File: config.mk
export PLATFORM = sky130hd
export DESIGN_NAME = mixer_seq
export DESIGN_NICKNAME = d
export VERILOG_FILES = /design/src/rtl/mixer_seq.sv
export SDC_FILE = /design/constraint.sdc
export NUM_CORES = 1
export LEC_CHECK = 0
export CORE_MARGIN = 1.5
export CORE_UTILIZATION = 30
export CTS_CLUSTER_DIAMETER = 120
export CTS_CLUSTER_SIZE = 8
export DETAILED_ROUTE_END_ITERATION = 12
export PLACE_DENSITY = 0.48
export SLEW_MARGIN = 10
export SYNTH_ARGS = -nofsm -noshare
export SYNTH_HDL_FRONTEND = slang
export SYNTH_SLANG_ARGS = --single-unit
File: constraint.sdc
create_clock -name clk -period 6 [get_ports clk]
set_input_delay 1.2 -clock clk [delete_from_list [all_inputs] [get_ports clk]]
set_output_delay 1.2 -clock clk [all_outputs]
set_load 0.005 [all_outputs]
File: src/rtl/mixer_seq.sv
// Mixer analog power sequencer on the CPU native bus. Steps pd/ota/buff through
// timed power-up and power-down orders so firmware never drives them directly.
module mixer_seq #(
    parameter int                ADDR_W     = 3,
    parameter int                DATA_W     = 32,
    parameter int                DLY_W      = 16,
    parameter logic [DLY_W-1:0]  T_BIAS_RST = 16'd200,
    parameter logic [DLY_W-1:0]  T_OTA_RST  = 16'd100
) (
    input  logic              clk,
    input  logic              rst,
    input  logic              valid,
    input  logic [ADDR_W-1:0] address,
    input  logic [DATA_W-1:0] wdata,
    input  logic              wstrb,
    output logic [DATA_W-1:0] rdata,
    output logic              ready,
    output logic              pd,
    output logic              ota,
    output logic [1:0]        buff
);

    typedef enum logic [2:0] {
        ST_OFF     = 3'd0,
        ST_UP_BIAS = 3'd1,
        ST_UP_OTA  = 3'd2,
        ST_ON      = 3'd3,
        ST_DN_BUFF = 3'd4,
        ST_DN_OTA  = 3'd5
    } state_t;

    localparam logic [ADDR_W-1:0] A_CTRL   = ADDR_W'(3'd0);
    localparam logic [ADDR_W-1:0] A_STATUS = ADDR_W'(3'd1);
    localparam logic [ADDR_W-1:0] A_TBIAS  = ADDR_W'(3'd2);
    localparam logic [ADDR_W-1:0] A_TOTA   = ADDR_W'(3'd3);
    localparam logic [ADDR_W-1:0] A_BCFG   = ADDR_W'(3'd4);

    // A programmed delay of zero still costs one cycle in its state.
    function automatic logic [DLY_W-1:0] dly_sat(input logic [DLY_W-1:0] d);
        logic [DLY_W-1:0] r;
        if (d == '0) r = DLY_W'(1'b1);
        else         r = d;
        return r;
    endfunction

    state_t            state_r, state_s;
    logic [DLY_W-1:0]  cnt_r, cnt_s, cnt_dec_s;
    logic              expired_s;
    logic              err_r, err_s;
    logic [DLY_W-1:0]  t_bias_r, t_bias_s, t_ota_r, t_ota_s;
    logic [1:0]        buff_cfg_r, buff_cfg_s;
    logic              ready_r;
    logic [DATA_W-1:0] rdata_r, rdata_s;
    logic              pd_r, pd_s, ota_r, ota_s;
    logic [1:0]        buff_r, buff_s;
    logic              acc_s, wr_s, rd_s, ctrl_wr_s, up_s, down_s, clr_s;
    logic              busy_s, on_s;
    logic              unused_wdata_s;

    // One access per valid; the registered ready blocks a held valid from repeating it.
    assign acc_s     = valid & ~ready_r;
    assign wr_s      = acc_s & wstrb;
    assign rd_s      = acc_s & ~wstrb;
    assign ctrl_wr_s = wr_s & (address == A_CTRL);
    assign down_s    = ctrl_wr_s & wdata[1];
    assign up_s      = ctrl_wr_s & wdata[0] & ~wdata[1];
    assign clr_s     = ctrl_wr_s & wdata[2];

    assign cnt_dec_s = (cnt_r != '0) ? (cnt_r - DLY_W'(1'b1)) : '0;
    assign expired_s = (cnt_r <= DLY_W'(1'b1));
    assign busy_s    = (state_r != ST_OFF) && (state_r != ST_ON);
    assign on_s      = (state_r == ST_ON);

    assign unused_wdata_s = ^wdata[DATA_W-1:DLY_W];

    assign rdata = rdata_r;
    assign ready = ready_r;
    assign pd    = pd_r;
    assign ota   = ota_r;
    assign buff  = buff_r;

    // Next-state and delay counter: DOWN beats counter expiry, delays sampled at load.
    always_comb begin
        state_s = state_r;
        cnt_s   = cnt_dec_s;
        case (state_r)
            ST_OFF: begin
                if (up_s) begin
                    state_s = ST_UP_BIAS;
                    cnt_s   = dly_sat(t_bias_r);
                end else begin
                    state_s = ST_OFF;
                end
            end
            ST_UP_BIAS: begin
                if (down_s) begin
                    state_s = ST_DN_OTA;
                    cnt_s   = dly_sat(t_bias_r);
                end else if (expired_s) begin
                    state_s = ST_UP_OTA;
                    cnt_s   = dly_sat(t_ota_r);
                end else begin
                    state_s = ST_UP_BIAS;
                end
            end
            ST_UP_OTA: begin
                if (down_s) begin
                    state_s = ST_DN_OTA;
                    cnt_s   = dly_sat(t_bias_r);
                end else if (expired_s) begin
                    state_s = ST_ON;
                end else begin
                    state_s = ST_UP_OTA;
                end
            end
            ST_ON: begin
                if (down_s) state_s = ST_DN_BUFF;
                else        state_s = ST_ON;
            end
            ST_DN_BUFF: begin
                state_s = ST_DN_OTA;
                cnt_s   = dly_sat(t_bias_r);
            end
            ST_DN_OTA: begin
                if (expired_s) state_s = ST_OFF;
                else           state_s = ST_DN_OTA;
            end
            default: begin
                state_s = ST_OFF;
                cnt_s   = '0;
            end
        endcase
    end

    // Sticky error: a rejected UP sets it, CTRL bit2 clears it, set wins a tie.
    always_comb begin
        if (up_s && (state_r != ST_OFF)) err_s = 1'b1;
        else if (clr_s)                  err_s = 1'b0;
        else                             err_s = err_r;
    end

    // Configuration register writes.
    always_comb begin
        t_bias_s   = t_bias_r;
        t_ota_s    = t_ota_r;
        buff_cfg_s = buff_cfg_r;
        if (wr_s) begin
            case (address)
                A_TBIAS: t_bias_s   = wdata[DLY_W-1:0];
                A_TOTA:  t_ota_s    = wdata[DLY_W-1:0];
                A_BCFG:  buff_cfg_s = wdata[1:0];
                default: t_bias_s   = t_bias_r;
            endcase
        end else begin
            buff_cfg_s = buff_cfg_r;
        end
    end

    // Read data mux; CTRL and unmapped words read as zero.
    always_comb begin
        rdata_s = '0;
        if (rd_s) begin
            case (address)
                A_STATUS: rdata_s[5:0]       = {err_r, on_s, busy_s, state_r};
                A_TBIAS:  rdata_s[DLY_W-1:0] = t_bias_r;
                A_TOTA:   rdata_s[DLY_W-1:0] = t_ota_r;
                A_BCFG:   rdata_s[1:0]       = buff_cfg_r;
                default:  rdata_s            = '0;
            endcase
        end else begin
            rdata_s = '0;
        end
    end

    // Output decode of the next state so the pins are registered yet track the state.
    always_comb begin
        pd_s   = 1'b0;
        ota_s  = 1'b0;
        buff_s = 2'b00;
        case (state_s)
            ST_OFF:     pd_s = 1'b1;
            ST_UP_BIAS: pd_s = 1'b0;
            ST_UP_OTA:  ota_s = 1'b1;
            ST_ON: begin
                ota_s  = 1'b1;
                buff_s = buff_cfg_s;
            end
            ST_DN_BUFF: ota_s = 1'b1;
            ST_DN_OTA:  ota_s = 1'b0;
            default:    pd_s = 1'b1;
        endcase
    end

    // State, counter and error registers.
    always_ff @(posedge clk or negedge rst) begin
        if (!rst) begin
            state_r <= ST_OFF;
            cnt_r   <= '0;
            err_r   <= 1'b0;
        end else begin
            state_r <= state_s;
            cnt_r   <= cnt_s;
            err_r   <= err_s;
        end
    end

    // Configuration registers.
    always_ff @(posedge clk or negedge rst) begin
        if (!rst) begin
            t_bias_r   <= T_BIAS_RST;
            t_ota_r    <= T_OTA_RST;
            buff_cfg_r <= 2'b11;
        end else begin
            t_bias_r   <= t_bias_s;
            t_ota_r    <= t_ota_s;
            buff_cfg_r <= buff_cfg_s;
        end
    end

    // Bus response and analog control outputs.
    always_ff @(posedge clk or negedge rst) begin
        if (!rst) begin
            ready_r <= 1'b0;
            rdata_r <= '0;
            pd_r    <= 1'b1;
            ota_r   <= 1'b0;
            buff_r  <= 2'b00;
        end else begin
            ready_r <= acc_s;
            rdata_r <= rdata_s;
            pd_r    <= pd_s;
            ota_r   <= ota_s;
            buff_r  <= buff_s;
        end
    end

endmodule

==> impl_metrics.csv <==
group,metric,value,unit
floorplan,die-area,14000,um2
cells_and_area,nets,469,
grt,grt_pass1_vias,3080,
cells_and_area,drive_gt1_share,15.9,%
logic_synthesis,synth_top_area_cell,"dfrtp_1",
power,power_density,413,nW/um2
grt,grtUsageTotal,15.2,%
critical_path,end_kind,"register",
critical_path,r2r_start,"cnt_r[6]$_DFF_PN0_",
logic_synthesis,syn_avg_cell_area,10.2,um2
logic_synthesis,syn_inst,390,
cts,cts_max_path_buffers,2,
critical_path,crit_required,6.22,ns
timing,fin_crit,3.77,ns
placed_design,port_buffers,43,
worst_hold_path,whs_path_depth,1,
cells_and_area,fillCellCount,1318,
cts,cts_hold_buf,0,
timing,finalHoldWorstSlack,0.461,ns
cts,numCtsBuffers,9,
critical_path,slowest_delay,0.63,ns
grt,grt_pass1_wl,16700,um
logic_synthesis,synthesis.area,3990,um2
grt,grt-ovfl-total,0,
cells_and_area,final_util,37.4,%
logic_synthesis,synth.area.top_cells,"dfrtp_1, mux2_2, dfstp_2, mux2i_1, nor2_1",
detailed_routing,wl_per_cell,16.7,um
detailed_routing,vias,3114,
timing,max_freq,265,MHz
cells_and_area,area_delta_synth_final,19.9,%
cells_and_area,n_antenna_cell,0,
timing,finalSetupTns,0,ns
detailed_routing,drt_first_pass_iters,4,
detailed_routing,wl,10100,um
logic_synthesis,ys_ff_latch,75,
floorplan,top_level_ports,76,
floorplan,die_h,118,um
logic_synthesis,synth-async-reset-ratio,100,%
flow_run,cap_violations,0,
critical_path,ff2ff_path_depth,6,
timing,final_max_slew_viol_count,0,
logic_synthesis,yosys_most_used_dff,"dfrtp_1",
logic_synthesis,synth_top_cell_area_share,41.4,%
cells_and_area,final_common_cell,"dfrtp_1",
timing,hold_viol,0,
cts,clkTransAtPathRegs,0.06,ns
placed_design,gp_congestion,0.836,
logic_synthesis,synth-edff-count,0,
cts,ctsResizeCount,0,
logic_synthesis,yosysWarnings,0,
logic_synthesis,ys_types,59,
worst_hold_path,hp-start,"ready$_DFF_PN0_",
critical_path,worstSetupPathType,"primary input to register",
detailed_routing,viasPerCell,5.15,
cts,clk_latency,0.34,ns
critical_path,cp_max_fo,16,
cts,cts_tree,"built",
logic_synthesis,synthXorXnorAreaFrac,1.76,%
timing,finClkSkew,0.0114,ns
floorplan,row_count,41,
cts,root_buffer,"clkbuf_16",
critical_path,r2r_slack,3.27,ns
cts,cts_sinks,75,
power,fin_total_pwr,1.98,mW
timing,relSlewSlack,35.5,%
power,leakage,1.99,nW
detailed_routing,drtIter0Drc,164,
critical_path,rr_endpoint,"cnt_r[3]$_DFF_PN0_",
worst_hold_path,holdCritPathClass,"register to register",
detailed_routing,ant_nets,0,
logic_synthesis,synth.area.mux_share,13.9,%
cts,postCtsSetupRepairBufs,0,
grt,antenna_found_initial,0,
timing,finalSetupViolations,0,
logic_synthesis,synth_seq_area_share,47.3,%
logic_synthesis,synth_top_family_by_area,"simple AND/OR/NAND/NOR gates",
critical_path,start_kind,"primary input",
cts,htreeDepth,3,
logic_synthesis,synth_compound_area_share,13.2,%
logic_synthesis,synth_fa_ha_area_share,0.628,%
run_status,status,"finished, final reports clean",
timing,min_period_over_period,62.8,%
timing,grt_setup_unrepaired,"no",
floorplan,fp.coreArea,12800,um2
timing,tightest_slew,0.967,ns
critical_path,path_cells,"clkdlybuf4s50_1 -> nor3_1 -> nand3_1 -> o21ai_0 -> a2bb2oi_1 -> o21bai_1 -> a22o_1",
power,ir_drop,0.133,mV
critical_path,critPathArrivalTime,3.99,ns
logic_synthesis,synth-simple-area-share,16.9,%
cells_and_area,final_cell_mix,"dfrtp_1, clkdlybuf4s50_1, nor2_1, mux2_2, nand2_1",
placed_design,dp_hpwl,7120,um
critical_path,crit_slowest_cell,"nor3_1",
detailed_routing,drc,0,
grt,grt_max_degree,76,
floorplan,start_util,31.2,%
worst_hold_path,min_to,"ready$_DFF_PN0_",
floorplan,die_w,118,um
## critical path, delay by kind of cell
family | cells | cell delay [ns]
and+or+nand+nor | 2 | 1.22
buffers and inverters | 1 | 0.62
AOI/OAI and AO/OA | 4 | 0.95
## synth_stat cells (5+ instances only)
library cell / instances
nand2_1: 23
o21ai_0: 15
xnor2_1: 5
mux2i_1: 16
inv_1: 12
nor2_1: 36
o221ai_1: 10
nor2b_1: 8
nor3_1: 12
a22oi_1: 10
clkbuf_1: 13
mux2_2: 35
dfstp_2: 9
a21oi_1: 10
nor4_1: 13
buf_4: 16
dfrtp_1: 66
nand3_1: 8
## layer usage
metal	share of wire (%)	GRT usage (%)	vias to the layer above
met5	0	0	-
met4	2.0	5.95	0
met3	3.8	3.14	13
met2	46	23.6	84
met1	48	20.7	1541
li1	-	-	1476
## cell families after synthesis
family                   count (synthesis)
AND/OR/NAND/NOR                        131
AO/OA/AOI/OAI                           76
flip-flops                              75
multiplexers                            51
buffers and inverters                   46
XOR/XNOR                                 8
adder cells (fa/ha/maj)                  2
other                                    1
## worst max-delay path by stage
stage,from,end,cells after the start,slack (ns)
finish,address[1],cnt_r[14]$_DFF_PN0_,7,2.23
floorplan,wstrb,cnt_r[0]$_DFF_PN0_,8,3.27
CTS,address[1],cnt_r[14]$_DFF_PN0_,7,2.27
global placement,address[1],cnt_r[14]$_DFF_PN0_,7,1.97
detailed placement,address[1],cnt_r[14]$_DFF_PN0_,7,1.92
global route,address[1],cnt_r[14]$_DFF_PN0_,7,1.98
## final cells by class
class / count / area, um2 / area share (%)
tap: 172 / 215 / 4.50
multi-input combinational: 284 / 1910 / 40.0
clock inverter: 4 / 26.3 / 0.549
sequential: 75 / 1890 / 39.5
timing repair buffer: 46 / 450 / 9.42
clock buffer: 12 / 246 / 5.15
inverter: 12 / 45.0 / 0.942
## registers in the layout, indices dropped and copies added (netlist names), 2 cells and up
name        count
cnt_r          16
rdata          16
t_bias_r       16
t_ota_r        16
state_r         3
buff            2
buff_cfg_r      2
## per-stage QoR
stage | instances | cell area, um2 | worst slack [ns]
after global routing | 605 | 4780 | 1.98
after floorplan | 405 | 4040 | 3.27
after CTS | 605 | 4780 | 2.27
final | 605 | 4780 | 2.23
after detailed placement | 589 | 4510 | 1.92
after global placement | 589 | 4510 | 1.97
## power breakdown
part / switching, mW / internal (mW)
registers: 0.158 / 0.637
logic: 0.374 / 0.306
clock network: 0.210 / 0.291
Power figures use the tool's default switching activity.
